## src/rtl/uart_pkg.sv

```systemverilog
// Shared constants and FSM state encoding for the UART transmitter.
// Latency: n/a (definitions only).
// Backpressure: n/a. Optional even-parity state is compiled in by UART_TX_PARITY_EN.
package uart_pkg;

    localparam int UBRR_W = 12;
    localparam int DATA_W = 8;
    localparam int OSR    = 16;

    localparam int SUB_W  = $clog2(OSR);
    localparam int IDX_W  = $clog2(DATA_W);

    typedef enum logic [2:0] {
        IDLE   = 3'd0,
        START  = 3'd1,
        DATA   = 3'd2,
`ifdef UART_TX_PARITY_EN
        PARITY = 3'd4,
`endif
        STOP   = 3'd3
    } state_t;

endpackage

```

## src/rtl/uart_baud_gen.sv

```systemverilog
// Baud tick divider: one tick every ubrr+1 clocks, counter restarts at 0 while clear is high.
// Latency: first tick ubrr+1 clocks after clear drops.
// Backpressure: none; free-running while clear is low.
module uart_baud_gen
    import uart_pkg::*;
(
    input  logic              clk,
    input  logic              rst,
    input  logic              clear,
    input  logic [UBRR_W-1:0] ubrr,
    output logic              tick
);

    logic [UBRR_W-1:0] cnt_q;

    // Count 0..ubrr and wrap; the terminal count fits in UBRR_W bits, so 4095 cannot overflow.
    always_ff @(posedge clk or negedge rst) begin
        if (!rst) begin
            cnt_q <= '0;
        end else if (clear || (cnt_q == ubrr)) begin
            cnt_q <= '0;
        end else begin
            cnt_q <= cnt_q + UBRR_W'(1);
        end
    end

    // Tick is suppressed while held in clear so an idle transmitter sees no stray tick.
    always_comb begin
        tick = !clear && (cnt_q == ubrr);
    end

endmodule

```

## src/rtl/uart_tx.sv

```systemverilog
// 8N1 UART transmitter (8E1 when UART_TX_PARITY_EN is defined), LSB first, 16 ticks per bit.
// Latency: tx goes low the cycle after accept; tx_done pulses 10 (11 with parity) bit periods later.
// Backpressure: tx_start is only sampled in IDLE; requests while busy are ignored, not queued.
module uart_tx
    import uart_pkg::*;
(
    input  logic              clk,
    input  logic              rst,
    input  logic [UBRR_W-1:0] ubrr,
    input  logic [DATA_W-1:0] data_i,
    input  logic              tx_start,
    output logic              tx,
    output logic              busy,
    output logic              tx_done
);

    state_t            state_q;
    state_t            state_d;
    logic [DATA_W-1:0] data_q;
    logic [UBRR_W-1:0] ubrr_q;
    logic [SUB_W-1:0]  sub_q;
    logic [IDX_W-1:0]  idx_q;
    logic              done_q;

    logic              tick;
    logic              bit_end;
    logic              accept;
    logic              baud_clear;

    // Divider is held at zero in IDLE, so it restarts cleanly on the accept edge.
    assign baud_clear = (state_q == IDLE);

    uart_baud_gen u_baud_gen (
        .clk   (clk),
        .rst   (rst),
        .clear (baud_clear),
        .ubrr  (ubrr_q),
        .tick  (tick)
    );

    assign accept  = (state_q == IDLE) && tx_start;
    assign bit_end = tick && (sub_q == SUB_W'(OSR - 1));

    // State register; reset returns to IDLE immediately, aborting any frame.
    always_ff @(posedge clk or negedge rst) begin
        if (!rst) begin
            state_q <= IDLE;
        end else begin
            state_q <= state_d;
        end
    end

    // Next-state: each non-idle state lasts exactly one bit period.
    always_comb begin
        state_d = state_q;
        case (state_q)
            IDLE:   if (tx_start) state_d = START;
            START:  if (bit_end)  state_d = DATA;
            DATA: begin
                if (bit_end && (idx_q == IDX_W'(DATA_W - 1))) begin
`ifdef UART_TX_PARITY_EN
                    state_d = PARITY;
`else
                    state_d = STOP;
`endif
                end
            end
`ifdef UART_TX_PARITY_EN
            PARITY: if (bit_end)  state_d = STOP;
`endif
            STOP:   if (bit_end)  state_d = IDLE;
            default:              state_d = IDLE;
        endcase
    end

    // Line driver decoded from registered state so reset forces the line high without a clock.
    always_comb begin
        tx   = 1'b1;
        busy = (state_q != IDLE);
        case (state_q)
            START:  tx = 1'b0;
            DATA:   tx = data_q[idx_q];
`ifdef UART_TX_PARITY_EN
            PARITY: tx = ^data_q;
`endif
            default: tx = 1'b1;
        endcase
    end

    // Frame datapath: inputs are captured once at accept and never looked at again mid-frame.
    always_ff @(posedge clk or negedge rst) begin
        if (!rst) begin
            data_q <= '0;
            ubrr_q <= '0;
            sub_q  <= '0;
            idx_q  <= '0;
            done_q <= 1'b0;
        end else begin
            done_q <= (state_q == STOP) && bit_end;
            if (accept) begin
                data_q <= data_i;
                ubrr_q <= ubrr;
                sub_q  <= '0;
                idx_q  <= '0;
            end else if (tick) begin
                sub_q <= sub_q + SUB_W'(1);
                if (bit_end && (state_q == DATA)) begin
                    idx_q <= idx_q + IDX_W'(1);
                end
            end
        end
    end

    assign tx_done = done_q;

endmodule

```

## config.mk

```make
export PLATFORM = sky130hd
export DESIGN_NAME = uart_tx
export DESIGN_NICKNAME = d
export VERILOG_FILES = /design/src/rtl/uart_pkg.sv /design/src/rtl/uart_baud_gen.sv /design/src/rtl/uart_tx.sv
export SDC_FILE = /design/constraint.sdc
export NUM_CORES = 1
export LEC_CHECK = 0
export CORE_UTILIZATION = 65
export DETAILED_ROUTE_END_ITERATION = 16
export DONT_BUFFER_PORTS = 1
export GPL_TIMING_DRIVEN = 0
export MAX_ROUTING_LAYER = met4
export PLACE_DENSITY = 0.81
export SYNTH_ARGS = -nofsm -noshare
export SYNTH_HDL_FRONTEND = slang
export SYNTH_SLANG_ARGS = --single-unit
```

## constraint.sdc

```tcl
create_clock -name clk -period 6.3 [get_ports clk]
set_input_delay 0.945 -clock clk [delete_from_list [all_inputs] [get_ports clk]]
set_output_delay 0.945 -clock clk [all_outputs]
set_load 0.02 [all_outputs]
```

==> reports/metrics.yaml <==
yosys:
  synth_area_um2: 2070
  yosysMostFrequentCell: "dfrtp_1"
  synthArstFlopShare_pct: 100
  ys_warn_count: 0
  synth_edf_count: 0
  synth.avg_cell_area_um2: 12.1
  synthTopCellsByArea: "dfrtp_1 51%, mux2_2 11%, xor2_1 8.1%, ha_1 4.8%, mux2i_1 3.4%"
  yosysTopAreaCell: "dfrtp_1"
  synth_common_cells: "42 x dfrtp_1, 21 x mux2_2, 19 x xor2_1, 16 x nor2_1, 12 x nand2_1"
  ys_ff_latch: 42
  synth_fp_nets: 202
  ys_seq_area_share_pct: 50.9
  yosys.area.top_type_share_pct: 50.9
  synthCells: 171
  ys_types: 28
  synth_top_flop_cell: "dfrtp_1"
floorplanning:
  dieArea_um2: 3410
  io_pins: 26
  start_util_pct: 68.2
  dieWidth_um: 58.4
  die_h_um: 58.4
  core_area_um2: 3030
  rows: 20
clocking:
  clockBufferDepth: 2
  clock_sink_count: 42
  cts_tree: "built"
  cts-resized-gates: 0
  insertion_delay_ns: 0.36
  postCtsSetupBuffers: 0
  cts_made_buffers: 5
  path_clk_slew_ns: 0.13
  ctsHoldBuffers: 0
  cts_root_buf: "clkbuf_4"
  htree_levels: 2
timing:
  rsz0062_at_grt: "no"
  slew_violations: 0
  hold_viol: 0
  fmax_ghz: 0.366
  fin_crit_sh_pct: 43.3
  tightest_slew_ns: 0.620
  slew_headroom_pct: 58.7
  period_needed_ns: 2.73
  fin_tns_setup_ns: 0
  setup_slack_ns: 3.57
  setup_viol: 0
  final.setup_skew_ns: 0.0204
global_routing:
  grt_pass1_wl_um: 6470
  grtUsageMet3_pct: 5.93
  globalRouteOverflowTotal: 0
  busiest_layer: "met2"
  grtUsageMet2_pct: 42.7
  grt_max_degree: 43
  antenna_found_initial: 0
  gr-usage-all-layers_pct: 27.0
  grt_pass1_vias: 1444
  use_met1_pct: 33.9
pwr:
  p_per_area_nw_per_um2: 397
  vdd_ir_drop_max_uv: 262
  p_leak_nw: 1.02
worst_setup_path:
  critPathTopFamily: "multiplexers"
  path_cells: "mux4_2 -> mux2i_1 -> mux2i_1"
  critPathBufInv: 0
  crit_fanout: 5
  cp_slowest_stage_delay_ns: 0.54
  crit_top_cell: "mux2i_1"
  arrival_ns: 1.78
  cp-start-kind: "flop"
  cp_data_required_time_ns: 5.35
  cp-end-kind: "output pin"
  critPathSlowestCell: "mux4_2"
  worstSetupPathType: "reg -> out"
route:
  vias: 1241
  detail_route.first_pass.iterations: 4
  drc: 0
  ant_nets: 0
  avgViaCountPerCell: 5.59
  avgRoutedWirePerCell_um: 16.5
  drt_iter0_drc: 43
  routed_wl_um: 3660
hold_path:
  hold_path_class: "in -> async"
place:
  dp_hpwl_um: 2770
  pre_cts_slack_ns: 3.94
  io_buffers: 0
  gp_congestion: 0.788
cells_and_area:
  layout.nets: 209
  fillers: 214
  drive_above_1_share_pct: 21.3
  diodes: 0
  area_delta_synth_final_pct: 4.97
flow_run:
  cap_violations: 0
outcome:
  outcome: "completed"
## cell usage in the layout (no fill, tap or decap), types with 3 or more instances in the layout
| cell type | count |
|---|---|
| dfrtp_1 | 42 |
| mux2_2 | 21 |
| xor2_1 | 19 |
| nor2_1 | 16 |
| nand2_1 | 12 |
| inv_1 | 8 |
| ha_1 | 8 |
| mux2i_1 | 7 |
| clkbuf_4 | 5 |
| nand3_1 | 4 |
| xnor2_1 | 4 |
| clkbuf_1 | 3 |
| nor4_2 | 3 |
| nand4_1 | 3 |
| o21ai_0 | 3 |
## power breakdown
part / leakage [nW] / internal, W / total, W / switching (W)
sequential: 0.534 / 0.000357 / 0.000427 / 0.0000701
combinational: 0.459 / 0.000155 / 0.000310 / 0.000155
clock: 0.0308 / 0.0000402 / 0.000124 / 0.0000839
total: 1.02 / 0.000552 / 0.000861 / 0.000309
## path summary, 6_finish.rpt
| path | cells past startpoint | startpoint | slack (ns) | end |
|---|---|---|---|---|
| setup / recovery | 3 | idx_q[0]$_DFFE_PN0P_ | 3.57 | tx |
| hold / removal | 0 | rst | 0.26 | sub_q[1]$_DFFE_PN0P_ |
| setup reg to reg | 8 | state_q[0]$_DFFE_PN0P_ | 3.88 | state_q[1]$_DFFE_PN0P_ |
| hold reg to reg | 1 | sub_q[2]$_DFFE_PN0P_ | 0.52 | sub_q[2]$_DFFE_PN0P_ |
| max in group asynchronous | 0 | rst | 5.94 | u_baud_gen.cnt_q[6]$_DFF_PN0_ |
| min in group clk | 1 | sub_q[2]$_DFFE_PN0P_ | 0.52 | sub_q[2]$_DFFE_PN0P_ |
## worst reg2reg max path: stages (launching register included)
cell       delay, ns
dfrtp_1         0.44
inv_1           0.08
ha_1            0.20
clkbuf_1        0.18
inv_1           0.26
nor2_1          0.13
or4_1           0.44
a2bb2oi_1       0.22
mux2_2          0.37
## cell families (layout without fill, tap and decap cells)
group / after synthesis / in the layout / synth area share, %
DFF: 42 / 42 / 50.9
buffers and inverters: 13 / 20 / 2.79
adders and majority gates: 8 / 8 / 4.85
xor gates and xnor gates: 23 / 23 / 9.75
AOI/OAI and AO/OA: 7 / 7 / 2.24
and+or+nand+nor: 48 / 48 / 12.5
muxes: 30 / 30 / 17.0
## per-layer routing
metal | up-vias | part of all wire (%) | wire (um)
met5 | - | 0 | 0
met4 | 0 | 1.1 | 42
met3 | 4 | 5.7 | 209
met2 | 38 | 50 | 1820
met1 | 603 | 43 | 1590
li1 | 596 | - | -
## through the flow
| step | instance area [um^2] | instances | power (W) | hold WS (ns) | util [%] |
|---|---|---|---|---|---|
| 2_1_floorplan | 2070 | 171 | 0.000669 | 0.455 | - |
| 3_3_place_gp | 2120 | 215 | 0.000713 | 0.478 | 70.0 |
| 3_5_place_dp | 2120 | 215 | 0.000743 | 0.494 | 70.0 |
| 4_1_cts | 2170 | 222 | 0.000867 | 0.246 | 71.6 |
| 5_1_grt | 2170 | 222 | 0.000921 | 0.238 | 71.6 |
| 6_report | 2170 | 222 | 0.000861 | 0.256 | 71.6 |
## state kept, by name, summed over array words and instances, names as in the netlist
signal            count
state_q               2
u_baud_gen.cnt_q     12
ubrr_q               12
idx_q                 3
tx_done               1
sub_q                 4
data_q                8
## final cells by class
type / count / area, um^2 / share of cell area, %
Clock buffer: 5 / 37.5 / 1.73
Clock inverter: 2 / 10.0 / 0.462
Inverter: 8 / 30.0 / 1.38
Sequential cell: 42 / 1050 / 48.5
Tap cell: 44 / 55.1 / 2.54
Multi-Input combinational cell: 116 / 957 / 44.1
Buffer: 5 / 27.5 / 1.27
Note: power is estimated with default switching activity, not from simulation.
